## config.mk

```make
export PLATFORM = sky130hd
export DESIGN_NAME = lcd_lh507x_seq
export DESIGN_NICKNAME = d
export VERILOG_FILES = /design/src/rtl/lcd_lh507x_seq.sv
export SDC_FILE = /design/constraint.sdc
export NUM_CORES = 1
export LEC_CHECK = 0
export CORE_UTILIZATION = 54
export CTS_CLUSTER_SIZE = 25
export DETAILED_ROUTE_END_ITERATION = 12
export GPL_ROUTABILITY_DRIVEN = 0
export GPL_TIMING_DRIVEN = 0
export PLACE_DENSITY = 0.78
export SYNTH_ARGS = -nofsm -noshare
export SYNTH_HDL_FRONTEND = slang
export SYNTH_SLANG_ARGS = --single-unit
```

## constraint.sdc

```tcl
create_clock -name clk -period 2.13 [get_ports clk]
set_clock_uncertainty 0.05 [all_clocks]
set_input_delay 0.213 -clock clk [delete_from_list [all_inputs] [get_ports clk]]
set_output_delay 0.213 -clock clk [all_outputs]
set_load 0.005 [all_outputs]
```

## src/rtl/lcd_lh507x_seq.sv

```systemverilog
// LH507x-style LCD timing generator and pixel sequencer.
// Every output except px_ready is registered one clock after the counter state it decodes.
module lcd_lh507x_seq #(
  parameter int H_TOTAL  = 456,
  parameter int H_START  = 4,
  parameter int H_ACTIVE = 160,
  parameter int HS_W     = 8,
  parameter int LATCH_W  = 2,
  parameter int V_ACTIVE = 144,
  parameter int V_TOTAL  = 154
) (
  input  logic       clk,
  input  logic       reset,
  input  logic       enable,
  input  logic       px_valid,
  input  logic [1:0] px_data,
  output logic       px_ready,
  input  logic       underrun_clr,
  output logic       hsync,
  output logic       vsync,
  output logic       latch,
  output logic       altsig,
  output logic       ctrl,
  output logic       pclk,
  output logic [1:0] data,
  output logic       frame_start,
  output logic       underrun
);

  localparam int HW = $clog2(H_TOTAL + 1);
  localparam int VW = $clog2(V_TOTAL + 1);

  localparam logic [HW-1:0] H_LAST    = HW'(H_TOTAL - 1);
  localparam logic [HW-1:0] H_BEG     = HW'(H_START);
  localparam logic [HW-1:0] H_END     = HW'(H_START + 2 * H_ACTIVE);
  localparam logic [HW-1:0] HS_END    = HW'(HS_W);
  localparam logic [HW-1:0] LATCH_END = HW'(LATCH_W);
  localparam logic [VW-1:0] V_LAST    = VW'(V_TOTAL - 1);
  localparam logic [VW-1:0] V_ACT     = VW'(V_ACTIVE);

  logic          running_q;
  logic [HW-1:0] hcnt_q, hcnt_d;
  logic [VW-1:0] vcnt_q, vcnt_d;
  logic          hsync_q, hsync_d;
  logic          vsync_q, vsync_d;
  logic          latch_q, latch_d;
  logic          altsig_q, altsig_d;
  logic          ctrl_q, ctrl_d;
  logic          pclk_q, pclk_d;
  logic [1:0]    data_q, data_d;
  logic          frame_start_q, frame_start_d;
  logic          underrun_q, underrun_d;

  logic          active;
  logic          in_win;
  logic [HW-1:0] phase;

  // Dropping enable zeroes outputs and counters on the very next edge, without waiting for running to fall.
  assign active   = running_q & enable;
  assign phase    = hcnt_q - H_BEG;
  assign in_win   = running_q && (vcnt_q < V_ACT) && (hcnt_q >= H_BEG) && (hcnt_q < H_END);
  assign px_ready = in_win & ~phase[0];

  always_comb begin
    hcnt_d        = '0;
    vcnt_d        = '0;
    hsync_d       = 1'b0;
    vsync_d       = 1'b0;
    latch_d       = 1'b0;
    altsig_d      = 1'b0;
    ctrl_d        = 1'b0;
    pclk_d        = 1'b0;
    data_d        = 2'b00;
    frame_start_d = 1'b0;
    underrun_d    = underrun_q;

    if (active) begin
      if (hcnt_q == H_LAST) begin
        hcnt_d = '0;
        vcnt_d = (vcnt_q == V_LAST) ? '0 : vcnt_q + 1'b1;
      end else begin
        hcnt_d = hcnt_q + 1'b1;
        vcnt_d = vcnt_q;
      end
      hsync_d       = (hcnt_q < HS_END);
      vsync_d       = (vcnt_q == '0);
      latch_d       = (hcnt_q < LATCH_END) && (vcnt_q != '0) && (vcnt_q <= V_ACT);
      altsig_d      = altsig_q ^ ((hcnt_q == '0) && (vcnt_q != '0));
      ctrl_d        = 1'b1;
      frame_start_d = (hcnt_q == '0) && (vcnt_q == '0);
      // Even phase samples a new pixel; odd phase raises pclk while the pixel is held.
      if (in_win) begin
        if (phase[0]) begin
          pclk_d = 1'b1;
          data_d = data_q;
        end else begin
          data_d = px_valid ? px_data : 2'b00;
        end
      end
    end

    if (underrun_clr || !enable) underrun_d = 1'b0;
    if (active && px_ready && !px_valid) underrun_d = 1'b1;
  end

  always_ff @(posedge clk or posedge reset) begin
    if (reset) begin
      running_q     <= 1'b0;
      hcnt_q        <= '0;
      vcnt_q        <= '0;
      hsync_q       <= 1'b0;
      vsync_q       <= 1'b0;
      latch_q       <= 1'b0;
      altsig_q      <= 1'b0;
      ctrl_q        <= 1'b0;
      pclk_q        <= 1'b0;
      data_q        <= 2'b00;
      frame_start_q <= 1'b0;
      underrun_q    <= 1'b0;
    end else begin
      running_q     <= enable;
      hcnt_q        <= hcnt_d;
      vcnt_q        <= vcnt_d;
      hsync_q       <= hsync_d;
      vsync_q       <= vsync_d;
      latch_q       <= latch_d;
      altsig_q      <= altsig_d;
      ctrl_q        <= ctrl_d;
      pclk_q        <= pclk_d;
      data_q        <= data_d;
      frame_start_q <= frame_start_d;
      underrun_q    <= underrun_d;
    end
  end

  assign hsync       = hsync_q;
  assign vsync       = vsync_q;
  assign latch       = latch_q;
  assign altsig      = altsig_q;
  assign ctrl        = ctrl_q;
  assign pclk        = pclk_q;
  assign data        = data_q;
  assign frame_start = frame_start_q;
  assign underrun    = underrun_q;

endmodule

```

==> reports/qor.yml <==
wl_per_cell_um: 16.13
use_met1_pct: 33.51
stdcell_area_sq_um: 1813
fin_setup_tns_ps: 0
drive_gt1_share_pct: 18.86
syn_avg_cell_area_sq_um: 10.22
boundaryPins: 18
worstPathRequired_ps: 1870
p_int_uw: 755.6
p_switching_uw: 197.3
drv_cap: 0
clk_pin_slew_worst_paths_ps: 150
synth-async-reset-ratio_pct: 100.0
vias: 1238
syn_nets: 156
period_needed_ps: 2033
clock_latency_ps: 330
ys.flop_type: "dfrtp_1"
nets: 188
met2_usage_pct: 40.45
syn2layout_area_growth_pct: 23.21
ys_seq_elements: 28
crit_chain: "or3_4 -> o31a_1 -> and4_4 -> buf_2"
powerDensity_nw_per_um2: 525.6
power_frac_seq_pct: 57.0
die_w_um: 54.20
die_y_um: 54.20
dp_hpwl_um: 2136
clk_path_buf_depth: 2
fmax_ghz: 0.4918
firstDrtPassIters: 4
power_frac_clock_pct: 36.6
hold_end: "running_q"
hold_depth: 1
period_share_pct: 95.46
p_leak_nw: 0.8091
min-delay-start: "enable"
outcome: "finished, final reports clean"
htree_levels: 1
cts_sinks: 28
relSlewSlack_pct: 29.80
drv_slew: 0
critPathLaunchType: "flop"
cts-root-buf: "clkbuf_4"
r2r_setup_slack_ps: 150
combPwrFrac_pct: 6.4
antenna_found_initial: 0
drc: 0
finalHoldViolations: 0
rr_worst_depth: 6
swShare_pct: 20.71
grt_pass1_wl_um: 5133
seq_area_frac_synth_pct: 47.62
antenna_cells: 0
end_kind: "output pin"
ir_drop_uv: 360.9
routed_wl_um: 3307
n_fill_cell: 180
synth_edf_count: 0
cts_inserted_buffers: 3
placed_area_sq_um: 1679
die_area_sq_um: 2938
max_stage_delay_ps: 410
rows: 18
netlist_instances: 144
drt-vias-per-instance: 6.039
tritoncts: "done"
final_util_pct: 71.88
slowest_stage: "dfrtp_1"
portBuffers: 17
synth_warnings: 0
first_global_vias: 1088
path_max_fanout: 3
synth.distinct_cells: 51
drt_iter0_drc: 36
grt_max_degree: 29
cts_hold_buffers: 0
syn_area_sq_um: 1471
setup_viol: 0
min_path_type: "in2reg"
reg2reg_from: "hcnt_q[3]"
critPathKind: "reg2out"
arrival_ps: 1770
core_area_sq_um: 2522
globalRouteOverflowTotal: 0
track_usage_pct: 24.54
busiest_layer: "met2"
tightestPinTransition_ps: 1052
reg2reg_to: "vcnt_q[5]"
grtUsageMet3_pct: 4.802
rsz0062_at_grt: "no"
start_util_pct: 58.33
ant_nets: 0
[cells by family (layout without fill, tap and decap cells)]
| group | count (synthesis) | in the layout | share of synthesized area, % |
|---|---|---|---|
| and+or+nand+nor | 62 | 62 | 24.24 |
| AOI/OAI and AO/OA | 32 | 32 | 16.75 |
| DFF | 28 | 28 | 47.62 |
| buffers and inverters | 13 | 44 | 4.761 |
| adders and majority gates | 5 | 5 | 4.252 |
| xor gates and xnor gates | 4 | 4 | 2.381 |
[cell type report]
| cell class | instances | area [sq um] | share of cell area (%) |
|---|---|---|---|
| plain buffers | 3 | 32.53 | 1.794 |
| clock buffers | 3 | 22.52 | 1.242 |
| clock inverters | 1 | 30.03 | 1.656 |
| multi-input cells | 103 | 709.4 | 39.13 |
| inverters | 10 | 37.54 | 2.070 |
| well taps | 30 | 37.54 | 2.070 |
| repair buffers | 27 | 240.2 | 13.25 |
| flip-flops and latches | 28 | 703.2 | 38.79 |
[cells in the final DEF (no fill, tap or decap), drive strengths merged, types with 2 or more instances in the layout]
cell type       n
nor3            6
xnor2           2
o21ai           8
nor4            3
buf            13
and4            2
nand2           9
nor4b           2
and3            2
dfrtp          28
o31ai           4
clkbuf          4
nor2b           3
clkdlybuf4s50  16
inv             9
nor2           11
ha              5
and2            2
or3             5
a22oi           2
a21oi           4
nand3          12
nand2b          2
xor2            2
[synth_stat cells (all sizes together) (2+ instances only)]
cell,count,share of area (%)
dfrtp,28,48
nand3,12,4.1
nor2,11,2.8
inv,9,2.3
nand2,9,2.5
o21ai,8,2.7
nor3,6,2.4
ha,5,4.3
or3,5,2.6
a21oi,4,1.4
o31ai,4,3.0
nor2b,3,1.3
nor4,3,1.3
a22oi,2,1.0
and2,2,0.94
and3,2,0.94
and4,2,1.5
buf,2,1.3
nand2b,2,0.85
nor4b,2,1.6
xnor2,2,1.2
xor2,2,1.2
[how the worst max path moves through the flow]
| stage | startpoint | endpoint | slack [ps] | cells past startpoint |
|---|---|---|---|---|
| after floorplan | hcnt_q[0] | vcnt_q[5] | 450 | 5 |
| after global placement | hcnt_q[4] | px_ready | 70 | 4 |
| after detailed placement | hcnt_q[4] | px_ready | 40 | 4 |
| after CTS | hcnt_q[3] | px_ready | 70 | 5 |
| after global routing | hcnt_q[7] | px_ready | 30 | 4 |
| final | hcnt_q[7] | px_ready | 100 | 4 |
[critical path, delay by kind of cell (launching register included)]
family	cells	cell delay (ps)
AO/OA/AOI/OAI	1	310
buffers and inverters	1	120
flip-flops	1	410
AND/OR/NAND/NOR	2	610
[sequential cells by signal, indices dropped and copies added (netlist names)]
register     count
altsig           1
data             2
vsync            1
hsync            1
vcnt_q           8
running_q        1
pclk             1
ctrl             1
frame_start      1
underrun         1
hcnt_q           9
latch            1
[routing by layer]
layer | vias up | wire length (um)
li1 | 590 | -
met1 | 606 | 1559
met2 | 40 | 1602
met3 | 2 | 129
met4 | 0 | 16
met5 | - | 0
[power groups by stage]
stage               registers, mW  clock network, mW  logic, mW
CTS                         0.543              0.354     0.0616
finish                      0.543              0.349     0.0606
global route                0.544              0.379     0.0688
floorplan                   0.552                  0     0.0311
global placement            0.553                  0     0.0594
detailed placement          0.553                  0     0.0613
[metrics by stage]
| stage | setup WS [ps] | power [mW] | hold slack, ps | instances |
|---|---|---|---|---|
| 2_1_floorplan | 446.4 | 0.5834 | 194.4 | 144 |
| 3_3_place_gp | 65.65 | 0.6121 | 446.4 | 191 |
| 3_5_place_dp | 39.06 | 0.6145 | 447.8 | 191 |
| 4_1_cts | 67.07 | 0.9594 | 333.7 | 205 |
| 5_1_grt | 34.04 | 0.9922 | 316.2 | 205 |
| 6_report | 96.66 | 0.9530 | 341.0 | 205 |
[timing repair]
item / in CTS / in global routing
buffers inserted: 10 / 0
resized for setup: 8 / 0
pin swaps: 4 / 3
setup endpoints to repair: 1 / 1
(Power assumes the default switching activity.)
